### src/rtl/rs_issue_arbiter_pkg.sv
// -----------------------------------------------------------------------------
// CORE_PKG
// Shared core-level definitions used by the reservation-station issue logic.
//   RS_ENTRIES : default number of reservation-station entries
//   rs_state_e : per-entry lifecycle state FREE -> WAITING/READY -> ISSUED -> FREE
// -----------------------------------------------------------------------------
package CORE_PKG;

    localparam int RS_ENTRIES = 8;

    typedef enum logic [1:0] {
        RS_FREE    = 2'd0,
        RS_WAITING = 2'd1,
        RS_READY   = 2'd2,
        RS_ISSUED  = 2'd3
    } rs_state_e;

endpackage

### src/rtl/rs_issue_arbiter_age.sv
// -----------------------------------------------------------------------------
// rs_age_matrix
// Relative-age tracker for the reservation station. r_older[i][j] = 1 means
// entry i was allocated before entry j. Produces the oldest entry of a
// request vector as a one-hot mask.
// Ports:
//   clk, rst_n    : clock, asynchronous active-low reset
//   i_flush       : clear the whole matrix
//   i_alloc_en    : an entry is being allocated this cycle
//   i_alloc_idx   : index of the entry being allocated
//   i_occupied    : entries currently non-FREE (before this cycle's update)
//   i_ready       : candidate vector (READY entries)
//   o_oldest      : one-hot mask of the oldest candidate (0 when none)
// -----------------------------------------------------------------------------
module rs_age_matrix #(
    parameter int N     = 8,
    parameter int IDX_W = $clog2(N)
) (
    input  logic             clk,
    input  logic             rst_n,
    input  logic             i_flush,
    input  logic             i_alloc_en,
    input  logic [IDX_W-1:0] i_alloc_idx,
    input  logic [N-1:0]     i_occupied,
    input  logic [N-1:0]     i_ready,
    output logic [N-1:0]     o_oldest
);

    logic [N-1:0][N-1:0] r_older;
    // w_col[i][j] = r_older[j][i]: "j is older than i"
    logic [N-1:0][N-1:0] w_col;

    // The new entry becomes younger than every live entry. Its own row is
    // cleared last so that stale bits from a previous occupant never survive.
    // Stale column bits of freed entries are harmless: a freed entry can only
    // compete again after re-allocation, which rewrites its row.
    always_ff @(posedge clk or negedge rst_n) begin
        if (!rst_n) begin
            r_older <= '0;
        end else if (i_flush) begin
            r_older <= '0;
        end else if (i_alloc_en) begin
            for (int j = 0; j < N; j++) begin
                r_older[j][i_alloc_idx] <= i_occupied[j];
            end
            r_older[i_alloc_idx] <= '0;
        end
    end

    always_comb begin
        w_col = '0;
        for (int i = 0; i < N; i++) begin
            for (int j = 0; j < N; j++) begin
                w_col[i][j] = r_older[j][i];
            end
        end
    end

    // A candidate wins when no other candidate is older than it. Live entries
    // form a total order, so at most one bit is set.
    always_comb begin
        o_oldest = '0;
        for (int i = 0; i < N; i++) begin
            o_oldest[i] = i_ready[i] & ~(|(i_ready & w_col[i]));
        end
    end

endmodule

### src/rtl/rs_issue_arbiter.sv
// -----------------------------------------------------------------------------
// rs_issue_arbiter
// Per-entry state tracker and oldest-first issue arbiter for the reservation
// station.
// Ports:
//   clk, rst_n            : clock, asynchronous active-low reset
//   flush                 : clear all entries (priority over everything else)
//   alloc_valid           : dispatch requests an entry
//   alloc_ops_ready       : operands available at allocation
//   free_valid/free_entry : lowest-index FREE entry offered to dispatch
//   wakeup_valid/_entry   : operands of a WAITING entry became available
//   issue_valid/_entry    : oldest READY entry offered to execute
//   issue_ready           : execute accepts the offer this cycle
//   retire_rs_valid/_entry: execute finished with an ISSUED entry
//   rs_count              : number of non-FREE entries
//   err_retire            : sticky, retire hit a non-ISSUED entry
//   o_dbg_state           : per-entry state, for observation only
// Handshake: a transfer happens on a rising edge where issue_valid and
// issue_ready are both 1; issue_valid never depends on issue_ready, and an
// unaccepted offer stays put unless an older entry becomes READY.
// -----------------------------------------------------------------------------
module rs_issue_arbiter
    import CORE_PKG::rs_state_e, CORE_PKG::RS_FREE, CORE_PKG::RS_WAITING,
           CORE_PKG::RS_READY, CORE_PKG::RS_ISSUED;
#(
    parameter int RS_ENTRIES = CORE_PKG::RS_ENTRIES,
    parameter int IDX_W      = $clog2(RS_ENTRIES),
    parameter int CNT_W      = $clog2(RS_ENTRIES + 1)
) (
    input  logic                        clk,
    input  logic                        rst_n,
    input  logic                        flush,
    input  logic                        alloc_valid,
    input  logic                        alloc_ops_ready,
    output logic                        free_valid,
    output logic [IDX_W-1:0]            free_entry,
    input  logic                        wakeup_valid,
    input  logic [IDX_W-1:0]            wakeup_entry,
    output logic                        issue_valid,
    output logic [IDX_W-1:0]            issue_entry,
    input  logic                        issue_ready,
    input  logic                        retire_rs_valid,
    input  logic [IDX_W-1:0]            retire_rs_entry,
    output logic [CNT_W-1:0]            rs_count,
    output logic                        err_retire,
    output rs_state_e [RS_ENTRIES-1:0]  o_dbg_state
);

    rs_state_e [RS_ENTRIES-1:0] r_state;
    logic [CNT_W-1:0]           r_count;
    logic                       r_err_retire;

    logic [RS_ENTRIES-1:0] w_free_vec;
    logic [RS_ENTRIES-1:0] w_ready_vec;
    logic [RS_ENTRIES-1:0] w_oldest;
    logic [IDX_W-1:0]      w_free_idx;
    logic [IDX_W-1:0]      w_issue_idx;
    logic                  w_retire_hit;
    logic                  w_alloc;
    logic                  w_issue_fire;
    logic                  w_retire_ok;
    logic                  w_retire_bad;

    always_comb begin
        w_free_vec  = '0;
        w_ready_vec = '0;
        for (int i = 0; i < RS_ENTRIES; i++) begin
            w_free_vec[i]  = (r_state[i] == RS_FREE);
            w_ready_vec[i] = (r_state[i] == RS_READY);
        end
    end

    rs_age_matrix #(
        .N     (RS_ENTRIES),
        .IDX_W (IDX_W)
    ) u_age (
        .clk         (clk),
        .rst_n       (rst_n),
        .i_flush     (flush),
        .i_alloc_en  (w_alloc),
        .i_alloc_idx (w_free_idx),
        .i_occupied  (~w_free_vec),
        .i_ready     (w_ready_vec),
        .o_oldest    (w_oldest)
    );

    // Lowest-index FREE entry (scan from the top so the lowest wins).
    always_comb begin
        w_free_idx = '0;
        for (int i = RS_ENTRIES - 1; i >= 0; i--) begin
            if (w_free_vec[i]) w_free_idx = IDX_W'(i);
        end
    end

    // w_oldest is one-hot, so any scan order yields the same index.
    always_comb begin
        w_issue_idx = '0;
        for (int i = RS_ENTRIES - 1; i >= 0; i--) begin
            if (w_oldest[i]) w_issue_idx = IDX_W'(i);
        end
    end

    always_comb begin
        w_retire_hit = 1'b0;
        for (int i = 0; i < RS_ENTRIES; i++) begin
            if (retire_rs_entry == IDX_W'(i) && r_state[i] == RS_ISSUED) w_retire_hit = 1'b1;
        end
    end

    // flush is the only input allowed to reach the offer outputs directly.
    assign free_valid   = (|w_free_vec) & ~flush;
    assign free_entry   = w_free_idx;
    assign issue_valid  = (|w_oldest) & ~flush;
    assign issue_entry  = w_issue_idx;
    assign rs_count     = r_count;
    assign err_retire   = r_err_retire;
    assign o_dbg_state  = r_state;

    assign w_alloc      = alloc_valid & free_valid;
    assign w_issue_fire = issue_valid & issue_ready;
    assign w_retire_ok  = retire_rs_valid & w_retire_hit & ~flush;
    assign w_retire_bad = retire_rs_valid & ~w_retire_hit & ~flush;

    // Each event only acts on an entry in one specific state, so events on
    // different entries in the same cycle never conflict.
    always_ff @(posedge clk or negedge rst_n) begin
        if (!rst_n) begin
            r_state <= {RS_ENTRIES{RS_FREE}};
        end else begin
            for (int i = 0; i < RS_ENTRIES; i++) begin
                if (flush) begin
                    r_state[i] <= RS_FREE;
                end else begin
                    case (r_state[i])
                        RS_FREE: begin
                            if (w_alloc && w_free_idx == IDX_W'(i)) begin
                                // A same-cycle wakeup counts as operands ready.
                                if (alloc_ops_ready || (wakeup_valid && wakeup_entry == IDX_W'(i)))
                                    r_state[i] <= RS_READY;
                                else
                                    r_state[i] <= RS_WAITING;
                            end
                        end
                        RS_WAITING: begin
                            if (wakeup_valid && wakeup_entry == IDX_W'(i)) r_state[i] <= RS_READY;
                        end
                        RS_READY: begin
                            if (w_issue_fire && w_issue_idx == IDX_W'(i)) r_state[i] <= RS_ISSUED;
                        end
                        RS_ISSUED: begin
                            if (retire_rs_valid && retire_rs_entry == IDX_W'(i)) r_state[i] <= RS_FREE;
                        end
                        default: r_state[i] <= RS_FREE;
                    endcase
                end
            end
        end
    end

    always_ff @(posedge clk or negedge rst_n) begin
        if (!rst_n) begin
            r_count      <= '0;
            r_err_retire <= 1'b0;
        end else begin
            if (flush) r_count <= '0;
            else       r_count <= r_count + CNT_W'(w_alloc) - CNT_W'(w_retire_ok);
            if (w_retire_bad) r_err_retire <= 1'b1;
        end
    end

endmodule

### config.mk
export PLATFORM = sky130hd
export DESIGN_NAME = rs_issue_arbiter
export DESIGN_NICKNAME = d
export VERILOG_FILES = /design/src/rtl/rs_issue_arbiter_pkg.sv /design/src/rtl/rs_issue_arbiter_age.sv /design/src/rtl/rs_issue_arbiter.sv
export SDC_FILE = /design/constraint.sdc
export NUM_CORES = 1
export LEC_CHECK = 0
export ABC_AREA = 1
export CORE_MARGIN = 3
export CORE_UTILIZATION = 30
export CTS_BUF_LIST = sky130_fd_sc_hd__clkbuf_2
export DETAILED_ROUTE_END_ITERATION = 8
export GPL_ROUTABILITY_DRIVEN = 0
export PLACE_DENSITY = 0.58
export REMOVE_ABC_BUFFERS = 1
export SYNTH_ARGS = -nofsm -noshare
export SYNTH_HDL_FRONTEND = slang
export SYNTH_HIERARCHICAL = 1
export SYNTH_SLANG_ARGS = --single-unit
### constraint.sdc
create_clock -name clk -period 7 [get_ports clk]
set_clock_uncertainty 0.1 [all_clocks]
set_input_delay 0.7 -clock clk [delete_from_list [all_inputs] [get_ports clk]]
set_output_delay 0.7 -clock clk [all_outputs]
set_load 0.05 [all_outputs]
==> results.json <==
{
  "grt_pass1_vias": 5417,
  "synth_fa_ha_area_share_pct": 7.93,
  "grt_remaining_overflow": 0,
  "rsz0062_at_grt": "false",
  "antenna_found_initial": 0,
  "cp_slowest_stage_delay_ns": 0.81,
  "synth_edf_count": 0,
  "regArea_um2": 2130,
  "synth_top_area_share_pct": 34.9,
  "multiInputGateArea_um2": 3320,
  "synthSimpleGateAreaFrac_pct": 40.3,
  "synth_cells": 874,
  "dp_hpwl_um": 13600,
  "syn_avg_cell_area_um2": 6.97,
  "hold_class": "primary input to asynchronous set/reset pin",
  "total_power_uw": 2280,
  "gr-usage-all-layers_pct": 16.8,
  "synthFlopType": "dfrtp_1",
  "cts_tree": "built",
  "crit_path_frequent_cell": "nand2_1",
  "antennaDiodeCount": 0,
  "fmax_ghz": 0.230,
  "synth_most_common_cell": "nand2_1",
  "synthMuxAreaShare_pct": 0,
  "cts-root-buf": "clkbuf_2",
  "yosysTopAreaCell": "dfrtp_1",
  "ir_drop_mv": 0.129,
  "fillers": 2124,
  "die_area_um2": 22100,
  "slowest_stage": "clkdlybuf4s50_1",
  "finalCriticalPeriod_ns": 4.35,
  "io_buffers": 42,
  "maxSlewViolCount": 0,
  "drc_errors": 0,
  "synth.yosys.seq_area_share_pct": 34.9,
  "outcome": "complete, no violations",
  "clk_path_buf_depth": 2,
  "worstPathMaxFanout": 10,
  "start_kind": "flip-flop",
  "leakage_uw": 0.00334,
  "synth_area_um2": 6090,
  "via_per_inst": 4.80,
  "worstPathRequired_ns": 6.20,
  "netlist_top_cells_area": "dfrtp_1 35%, nand2_1 14%, nor2_1 9.2%",
  "worst_pin_slew_ns": 0.840,
  "drt_iter0_markers": 488,
  "synth_cell_types": 42,
  "finalCritPeriodShare_pct": 62.1,
  "setup_viol": 0,
  "final_area_um2": 6790,
  "area_growth_pct": 11.4,
  "h-tree-depth": 3,
  "wl_per_cell_um": 15.5,
  "placed_area_um2": 6700,
  "path_clk_slew_ns": 0.26,
  "synth_top_family_by_area": "simple AND/OR/NAND/NOR gates",
  "relSlewSlack_pct": 43.8,
  "die_h_um": 149,
  "p_per_area_nw_per_um2": 336,
  "core.rowCount": 51,
  "path_cells": "inv_1, ha_1, inv_1, nor2_1, nand4_1, nor2_1, inv_1, nand2_1, nand2_1, nand2_1, nand2_1, nand2_1, nand2_1, inv_1, clkdlybuf4s50_1",
  "synth_compound_area_share_pct": 5.87,
  "start_util_pct": 30.9,
  "maxCapViolations": 0,
  "hold_violations": 0,
  "worstSetupEndpointType": "output port",
  "fin_setup_tns_ns": 0,
  "drt-pass1-iter-count": 5,
  "wl_um": 18200,
  "ant_nets": 0,
  "insertion_delay_ns": 0.61,
  "nNetsFinal": 955,
  "pin_count": 43,
  "ys_top_cells_by_count": "223 x nand2_1, 150 x nor2_1, 110 x inv_1",
  "async_flop_share_pct": 100,
  "synth-seq-cells": 85,
  "die_w_um": 149,
  "crit_type": "flip-flop to output port",
  "yosys_warnings": 6,
  "hold_ws_ns": 0.383,
  "clock-sinks": 85,
  "grt_pass1_wl_um": 29100,
  "worst-endpoint-arrival_ns": 3.55,
  "synth_xor_area_share_pct": 0.431,
  "grt_max_degree": 65,
  "cts_made_buffers": 9,
  "num_vias": 5626,
  "layout-drive-gt1-share_pct": 8.49,
  "coreArea_um2": 19700
}
final timing paths:
check                                    endpoint             from  slack [ns]  cells past startpoint
worst max-delay path               issue_entry[0]  o_dbg_state[10]        2.65                     15
worst min-delay path             u_age/r_older[3]            rst_n        0.38                      2
worst max register to register  u_age/r_older[30]  o_dbg_state[12]        3.71                     16
worst min register to register         err_retire       err_retire        0.40                      2
max in group asynchronous       u_age/r_older[16]            rst_n        5.26                      3
min in group clk                       err_retire       err_retire        0.40                      2
metrics by stage:
stage | cells | worst slack (ns) | util [%]
5_1_grt | 1172 | 2.37 | 34.4
3_3_place_gp | 1156 | 3.41 | 34.0
3_5_place_dp | 1156 | 3.38 | 34.0
6_report | 1172 | 2.65 | 34.4
4_1_cts | 1172 | 2.63 | 34.4
2_1_floorplan | 847 | 3.52 | -
state kept, by name (all words and copies together) (netlist names):
signal and flops:
u_age/r_older 64, o_dbg_state 16, rs_count 4, err_retire 1
layout by cell type (no fill, tap or decap), types with 13 or more instances in the layout:
cell type	instances
nor2_1	150
ha_1	37
nor3_1	16
nand2_1	223
nand4_1	52
nand3_1	57
inv_2	13
a21oi_1	16
clkdlybuf4s50_1	41
inv_1	110
dfrtp_1	85
o21ai_0	18
layout make-up:
type,count,share of cell area [%]
Timing Repair Buffer,45,6.52
Clock buffer,9,0.663
Sequential cell,85,31.3
Inverter,126,7.08
Multi-Input combinational cell,636,48.9
Tap cell,265,4.88
Clock inverter,6,0.571
layer usage:
metal | up-vias | part of all wire [%] | global-route usage, %
met2 | 169 | 44 | 26.1
li1 | 2832 | - | -
met1 | 2601 | 47 | 23.7
met4 | 0 | 2.0 | 4.48
met3 | 24 | 6.3 | 3.81
met5 | - | 0 | 0
repair_timing:
item,4_1_cts,5_1_grt
gates resized for setup,0,0
endpoints found under the hold margin,21,0
setup buffers,0,0
hold buffers,1,0
cell families (layout without fill, tap and decap cells):
kind of cell,count (synthesis),after routing
simple gates,539,539
buf+inv,153,186
fa+ha+maj,38,38
compound gates,56,56
xor+xnor,3,3
flops,85,85
worst max-delay path, delay by kind of cell, from the launching register on:
family / cells / cell delay (ns)
fa+ha+maj: 1 / 0.42
buf+inv: 5 / 1.20
flops: 1 / 0.48
simple gates: 9 / 0.86
report_power, final:
group / internal [uW] / switching (uW)
Sequential: 580 / 81.2
Combinational: 408 / 983
Clock: 44.3 / 186
Total: 1030 / 1250
Power figures use the tool's default switching activity.
